==> config.mk <==
export PLATFORM = sky130hd
export DESIGN_NAME = serial_magnitude_comparator
export DESIGN_NICKNAME = d
export VERILOG_FILES = /design/src/rtl/serial_magnitude_comparator_pkg.sv /design/src/rtl/serial_magnitude_comparator_slice.sv /design/src/rtl/serial_magnitude_comparator.sv
export SDC_FILE = /design/constraint.sdc
export NUM_CORES = 1
export LEC_CHECK = 0
export ABC_AREA = 1
export BUFFER_PORTS_ARGS = -buffer_cell sky130_fd_sc_hd__buf_4
export CAP_MARGIN = 15
export CORE_ASPECT_RATIO = 0.8
export CORE_MARGIN = 1.5
export CORE_UTILIZATION = 35
export CTS_BUF_LIST = sky130_fd_sc_hd__clkbuf_16
export CTS_CLUSTER_DIAMETER = 80
export DETAILED_ROUTE_END_ITERATION = 7
export PLACE_DENSITY_LB_ADDON = 0.25
export SLEW_MARGIN = 20
export SYNTH_ARGS = -nofsm -noshare
export SYNTH_HDL_FRONTEND = slang
export SYNTH_SLANG_ARGS = --single-unit
==> constraint.sdc <==
create_clock -name clk -period 3.44 [get_ports clk]
set_input_delay 0.688 -clock clk [delete_from_list [all_inputs] [get_ports clk]]
set_output_delay 0.688 -clock clk [all_outputs]
set_load 0.03 [all_outputs]
==> src/rtl/serial_magnitude_comparator_pkg.sv <==
// Shared types and flag decoding for the serial magnitude comparator.
// Latency: none (types and a pure function only).
// Backpressure: not applicable.
package comparator_pkg;

   typedef enum logic {
      IDLE    = 1'b0,
      COMPARE = 1'b1
   } cmp_state_t;

   typedef enum logic [1:0] {
      CMP_NONE = 2'd0,
      CMP_EQ   = 2'd1,
      CMP_GT   = 2'd2,
      CMP_LT   = 2'd3
   } cmp_result_t;

   // Flag bits are ordered {equal, greater, less}; CMP_NONE yields all zero.
   function automatic logic [2:0] decode_flags(input cmp_result_t res);
      logic [2:0] flags;
      flags = 3'b000;
      case (res)
         CMP_EQ:  flags = 3'b100;
         CMP_GT:  flags = 3'b010;
         CMP_LT:  flags = 3'b001;
         default: flags = 3'b000;
      endcase
      return flags;
   endfunction

endpackage

==> src/rtl/serial_magnitude_comparator_slice.sv <==
// Single-bit magnitude compare with optional inversion for a two's-complement sign bit.
// Latency: combinational.
// Backpressure: not applicable.
module bit_compare_slice (
   input  logic a_bit,
   input  logic b_bit,
   input  logic invert,
   output logic eq,
   output logic gt,
   output logic lt
);

   logic diff;

   // On the sign bit a set bit means "more negative", so the decision swaps.
   always_comb begin
      diff = a_bit ^ b_bit;
      eq   = ~diff;
      gt   = diff & (invert ? b_bit : a_bit);
      lt   = diff & (invert ? a_bit : b_bit);
   end

endmodule

==> src/rtl/serial_magnitude_comparator.sv <==
// MSB-first serial compare of two WIDTH-bit operands, stopping at the first differing bit.
// Latency: 1..WIDTH cycles from accepted start to the done pulse (WIDTH-i for top differing bit i).
// Backpressure: start is only accepted while busy=0; requests during a compare are dropped.
module serial_magnitude_comparator
   import comparator_pkg::*;
#(
   parameter int WIDTH  = 8,
   parameter bit SIGNED = 1'b0
) (
   input  logic             clk,
   input  logic             rst,
   input  logic             start,
   input  logic [WIDTH-1:0] a,
   input  logic [WIDTH-1:0] b,
   output logic             busy,
   output logic             done,
   output logic             result_valid,
   output logic             a_equals_b,
   output logic             a_greater_b,
   output logic             a_less_b
);

   localparam int IDX_W = $clog2(WIDTH);
   localparam logic [IDX_W-1:0] IDX_MSB = IDX_W'(WIDTH - 1);

   cmp_state_t       state;
   logic [IDX_W-1:0] idx;
   logic [WIDTH-1:0] a_sh;
   logic [WIDTH-1:0] b_sh;

   logic        slice_invert;
   logic        slice_eq;
   logic        slice_gt;
   logic        slice_lt;
   cmp_result_t decision;

   // Only the first examined bit is the sign bit; later bits compare as magnitude.
   always_comb begin
      slice_invert = SIGNED && (idx == IDX_MSB);
   end

   bit_compare_slice u_msb_slice (
      .a_bit  (a_sh[WIDTH-1]),
      .b_bit  (b_sh[WIDTH-1]),
      .invert (slice_invert),
      .eq     (slice_eq),
      .gt     (slice_gt),
      .lt     (slice_lt)
   );

   // A decision exists on the first differing bit, or once the last bit matched.
   always_comb begin
      decision = CMP_NONE;
      if (slice_gt) begin
         decision = CMP_GT;
      end else if (slice_lt) begin
         decision = CMP_LT;
      end else if (slice_eq && (idx == '0)) begin
         decision = CMP_EQ;
      end
   end

   // Control FSM, operand shifters and registered result flags.
   always_ff @(posedge clk) begin
      if (rst) begin
         state        <= IDLE;
         idx          <= '0;
         a_sh         <= '0;
         b_sh         <= '0;
         busy         <= 1'b0;
         done         <= 1'b0;
         result_valid <= 1'b0;
         a_equals_b   <= 1'b0;
         a_greater_b  <= 1'b0;
         a_less_b     <= 1'b0;
      end else begin
         done <= 1'b0;
         case (state)
            IDLE: begin
               if (start) begin
                  a_sh         <= a;
                  b_sh         <= b;
                  idx          <= IDX_MSB;
                  busy         <= 1'b1;
                  result_valid <= 1'b0;
                  a_equals_b   <= 1'b0;
                  a_greater_b  <= 1'b0;
                  a_less_b     <= 1'b0;
                  state        <= COMPARE;
               end
            end
            COMPARE: begin
               if (decision != CMP_NONE) begin
                  {a_equals_b, a_greater_b, a_less_b} <= decode_flags(decision);
                  done         <= 1'b1;
                  result_valid <= 1'b1;
                  busy         <= 1'b0;
                  state        <= IDLE;
               end else begin
                  a_sh <= {a_sh[WIDTH-2:0], 1'b0};
                  b_sh <= {b_sh[WIDTH-2:0], 1'b0};
                  idx  <= idx - 1'b1;
               end
            end
            default: state <= IDLE;
         endcase
      end
   end

endmodule

Yosys cells after proc, flatten, opt, wreduce, memory -nomap -nowiden
Index checks and enable logic that the tools add are counted.
Operators by class
  $add $sub $neg: 1
  eq/ne operators: 6
  muxes and demuxes: 29
  bitwise gates (word level): 5
  reductions and logical operators: 6
Operators with widths (number)
  8-bit 2-to-1 mux: 4
  8-bit one-hot mux with 2 select lines: 2
  1-bit one-hot mux with 2 select lines: 6
  1-bit 2-to-1 mux: 11
  3-bit one-hot mux with 3 select lines: 1
  3-bit 2-to-1 mux: 2
  3-bit one-hot mux with 2 select lines: 1
  2-bit == test (second input constant): 2
  2-bit 2-to-1 mux: 2
  2-bit inequality test (second input constant): 2
  2-bit AND reduction: 2
  3-bit logical NOT: 1
  3-bit by 1-bit subtractor with 3-bit output (second input constant): 1
  1-bit AND: 2
  2-bit by 1-bit == test with 1-bit output (second input constant): 1
  2-bit by 1-bit inequality test with 1-bit output (second input constant): 1
  1-bit NOT: 2
  2-bit nonzero test: 1
  2-bit OR reduction: 1
  1-bit logical AND: 1
  1-bit XOR: 1
Storage, ports and cells
  register bits after elaboration: 26
  output and inout port bits: 6
  logic and storage cells: 57

Longest topological paths before layout
  depth in word-level cells: 10
  depth in mapped cells: 11
  gate-level depth less buffers: 10

Modules after synthesis
A second synthesis with hierarchy kept.
Unflattened totals
  cell total of the unflattened synthesis: 204
  area total of the unflattened synthesis: 1338.8 sq um
By module, submodules not included
  serial_magnitude_comparator: times used 1, cells each 188, area each 1271.2 sq um, seq. area each 520.5 sq um
  bit_compare_slice: times used 1, cells each 16, area each 67.6 sq um, seq. area each 0.0 sq um

Worst setup path after synthesis
OpenSTA, ideal clock, no wires.
  kind: register -> register
  from: register idx[0]
  to: register a_sh[1]
  setup time: 0.062 ns
  arrival: 1.394 ns
  required time: 3.378 ns
  setup slack: 1.984 ns
  cell stages (with the launch flop): 12
  path buffers: 1
  period minus slack after synthesis: 1.456 ns
  cell sequence: dfxtp_1 -> inv_1 -> ha_1 -> ha_1 -> inv_1 -> nand2_1 -> nand2_2 -> nand2_4 -> buf_6 -> nand3_1 -> nand2_1 -> nor2_2
On the way
  longest elaborated chain between the ends: 8
Ends and longest elaborated chain
  from (decl): line serial_magnitude_comparator.sv:27  | logic [IDX_W-1:0] idx;
  from (signal assigned): line serial_magnitude_comparator.sv:102  | idx <= idx - 1'b1;
  3-bit logical NOT: line serial_magnitude_comparator.sv:58  | end else if (slice_eq && (idx == '0)) begin
  1-bit logical AND: line serial_magnitude_comparator.sv:58
  1-bit 2-to-1 mux: line serial_magnitude_comparator.sv:58
  2-bit 2-to-1 mux: line serial_magnitude_comparator.sv:56  | end else if (slice_lt) begin
  2-bit 2-to-1 mux: line serial_magnitude_comparator.sv:54  | if (slice_gt) begin
  2-bit nonzero test: line serial_magnitude_comparator.sv:93  | if (decision != CMP_NONE) begin
  2-bit inequality test (no source line)
  2-bit AND reduction (no source line)
  to (signal assigned): line serial_magnitude_comparator.sv:100  | a_sh <= {a_sh[WIDTH-2:0], 1'b0};
  to (decl): line serial_magnitude_comparator.sv:28  | logic [WIDTH-1:0] a_sh;
Every way passes these cells.
A chain may end at the register's enable or synchronous reset.

Worst setup path after layout
  from: register b_sh[7]
  to: register a_sh[6]
On the way
  longest elaborated chain between the ends: 9
  elaborated cells on any way between the ends: 11
  classes of those cells: 1 x eq/ne; 3 x mux; 4 x bitwise; 3 x reduce/logical
Ends and longest elaborated chain
  from (decl): line serial_magnitude_comparator.sv:29  | logic [WIDTH-1:0] b_sh;
  from (signal assigned): line serial_magnitude_comparator.sv:101  | b_sh <= {b_sh[WIDTH-2:0], 1'b0};
  1-bit XOR: line serial_magnitude_comparator_slice.sv:17  | diff = a_bit ^ b_bit;
  1-bit NOT: line serial_magnitude_comparator_slice.sv:18  | eq = ~diff;
  1-bit logical AND: line serial_magnitude_comparator.sv:58
  1-bit 2-to-1 mux: line serial_magnitude_comparator.sv:58
  2-bit 2-to-1 mux: line serial_magnitude_comparator.sv:56
  2-bit 2-to-1 mux (*): line serial_magnitude_comparator.sv:54
  2-bit nonzero test (*): line serial_magnitude_comparator.sv:93
  2-bit inequality test (no source line) (*)
  2-bit AND reduction (no source line) (*)
Mark *: on every way between the ends. The rest lies on a longest branch, timed or not.

==> results.toml <==
[status]
outcome = "completed"

[route]
drt-initial-drc-count = 75
via_per_inst = 4.346
drt_first_pass_iters = 4
drc = 0
avgRoutedWirePerCell_um = 10.42
num_vias = 1169
wl_um = 2802
ant_nets = 0

[timing]
period_share_pct = 52.14
setup_violations = 0
maxSlewHeadroom_pct = 61.85
slew_viol_final = 0
fmax_mhz = 557.5
period_needed_ns = 1.794
finalHoldViolCount = 0
tightest_slew_ns = 0.5710
setup_slack_ns = 1.646
grt_setup_unrepaired = "false"
timing.setup.tns_ns = 0
skew_ns = 0.002996

[clock_tree]
clock_path_buffers = 2
cts-root-buf = "clkbuf_16"
cts_hold_repair.buffers = 0
clk_latency_ns = 0.26
clock_sinks = 26
cts_tree = "done"
cts_setup_buffers = 0
cts_resized = 0
clk_pin_slew_ns = 0.07
htreeDepth = 1
cts_buffers = 3

[global_route]
gr-usage-all-layers_pct = 13.91
grt_pass1_wl_um = 4602
grt_max_degree = 25
grt_overflow = 0
grt_pass1_vias = 972
antenna_found_initial = 0

[place]
place_ws_ns = 1.649
place_inst = 265
hpwl_um = 1890
gp_congestion = 0.7456
io_buffer_count = 24

[floorplan]
rows = 20
io_pins = 25
start_util_pct = 36.56
core_area_um2 = 3779
die_area_um2 = 4335
fp.dieH_um = 59.19
die_w_um = 73.24

[run]
drv_cap = 0

[yosys]
ys_seq_area_share_pct = 37.68
ys_seq_elements = 26
synth_area_per_cell_um2 = 7.084
yosysTopAreaCell = "dfxtp_1"
yosys-top-cells-area = "dfxtp_1 (38%), nand2_1 (14%), nor2_2 (8.2%)"
postSynthCellCount = 195
syn_nets = 219
synth_top_cell_area_share_pct = 37.68
synth_area_um2 = 1381
ys_warn_count = 0
synth_cell_types = 19

[setup_path]
critPathLaunchType = "flop"
path_class = "reg -> reg"
crit_end = "a_sh[6]"
arrival_ns = 1.99
crit_start = "b_sh[7]"
end_kind = "flop"
required_ns = 3.64
critPathMaxFanout = 15
r2r_start = "b_sh[7]"
rrSetupSlack_ns = 1.65
ff2ff_path_depth = 7
r2r_end = "a_sh[6]"

[min_path]
worstHoldStart = "result_valid"
hp-class = "reg -> reg"

[finish]
area_delta_synth_final_pct = 21.20
final_cells = 269
drive_above_1_share_pct = 25.23
n_antenna_cell = 0
fin_nets = 239

[pwr]
peakVddDrop_uv = 197.9
p_per_area_nw_per_um2 = 546.5
p_leak_uw = 0.0008029
[per-layer routing]
layer / share of wire [%] / vias to the layer above / track usage [%]
li1: - / 645 / -
met1: 53 / 510 / 18.70
met2: 42 / 12 / 21.43
met3: 3.1 / 2 / 3.912
met4: 1.1 / 0 / 4.852
met5: 0 / - / 0
[area by class of cell]
| class | count | area [µm²] |
|---|---|---|
| Fill cell | 380 | 2105 |
| Multi-Input combinational cell | 137 | 705.7 |
| Sequential cell | 26 | 520.5 |
| Timing Repair Buffer | 24 | 180.2 |
| Inverter | 23 | 93.84 |
| Clock buffer | 3 | 75.07 |
| Tap cell | 55 | 68.82 |
| Clock inverter | 1 | 30.03 |
[logic make-up (layout without fill, tap and decap cells)]
group                      Yosys count  count (layout)  share of synthesized area [%]
DFF                                 26              26                          37.68
buffers and inverters               32              51                          11.23
and+or+nand+nor                    112             112                          38.50
adders and majority gates            5               5                          4.529
AOI/OAI and AO/OA                   20              20                          8.062
[per-stage QoR]
step,util (%),hold slack [ns],cell area (µm²),power (µW)
after floorplan,-,0.4566,1381,536.2
after global routing,44.30,0.4991,1674,972.3
after global placement,41.52,0.4595,1569,582.5
after CTS,44.30,0.4703,1674,923.8
final,44.30,0.4699,1674,914.8
after detailed placement,41.52,0.4591,1569,582.5
[cells in the mapped netlist (all sizes together)]
master   n
clkbuf   2
nand3   17
dfxtp   26
nand4    2
nand3b   3
buf      7
nand2   54
o21ai   11
a21oi    9
inv     23
ha       5
nor2    36
[registers in the layout, summed over array words and instances (netlist names)]
name,cells
a_sh,8
b_sh,8
idx,3
a_equals_b,1
a_greater_b,1
a_less_b,1
busy,1
done,1
result_valid,1
state,1
[how the worst min path moves through the flow]
stage	slack, ns	endpoint	depth (start not counted)
finish	0.47	result_valid	2
global placement	0.46	result_valid	2
floorplan	0.46	a_sh[0]	2
global route	0.50	result_valid	2
detailed placement	0.46	result_valid	2
CTS	0.47	result_valid	2
[placed cells by master (no fill, tap or decap), drive strengths merged]
master  Yosys  routed
nand3b      3       3
nor2       36      36
nand4       2       2
dfxtp      26      26
buf         7      24
inv        23      23
o21ai      11      11
clkbuf      2       3
ha          5       5
bufinv      0       1
nand2      54      54
nand3      17      17
a21oi       9       9
[power breakdown]
part / switching (µW) / total, µW / leakage, µW / internal (µW)
Combinational: 142 / 225 / 0.000537 / 83.5
Sequential: 15.3 / 350 / 0.000215 / 335
Clock: 108 / 339 / 0.0000511 / 232
[worst max-delay path: stages, from the launching register on]
cell,delay [ns]
dfxtp_1,0.33
inv_1,0.07
ha_1,0.34
nand2_1,0.11
nand2_2,0.14
a21oi_4,0.51
nor2_1,0.08
nor2_1,0.12
(Power assumes the default switching activity.)
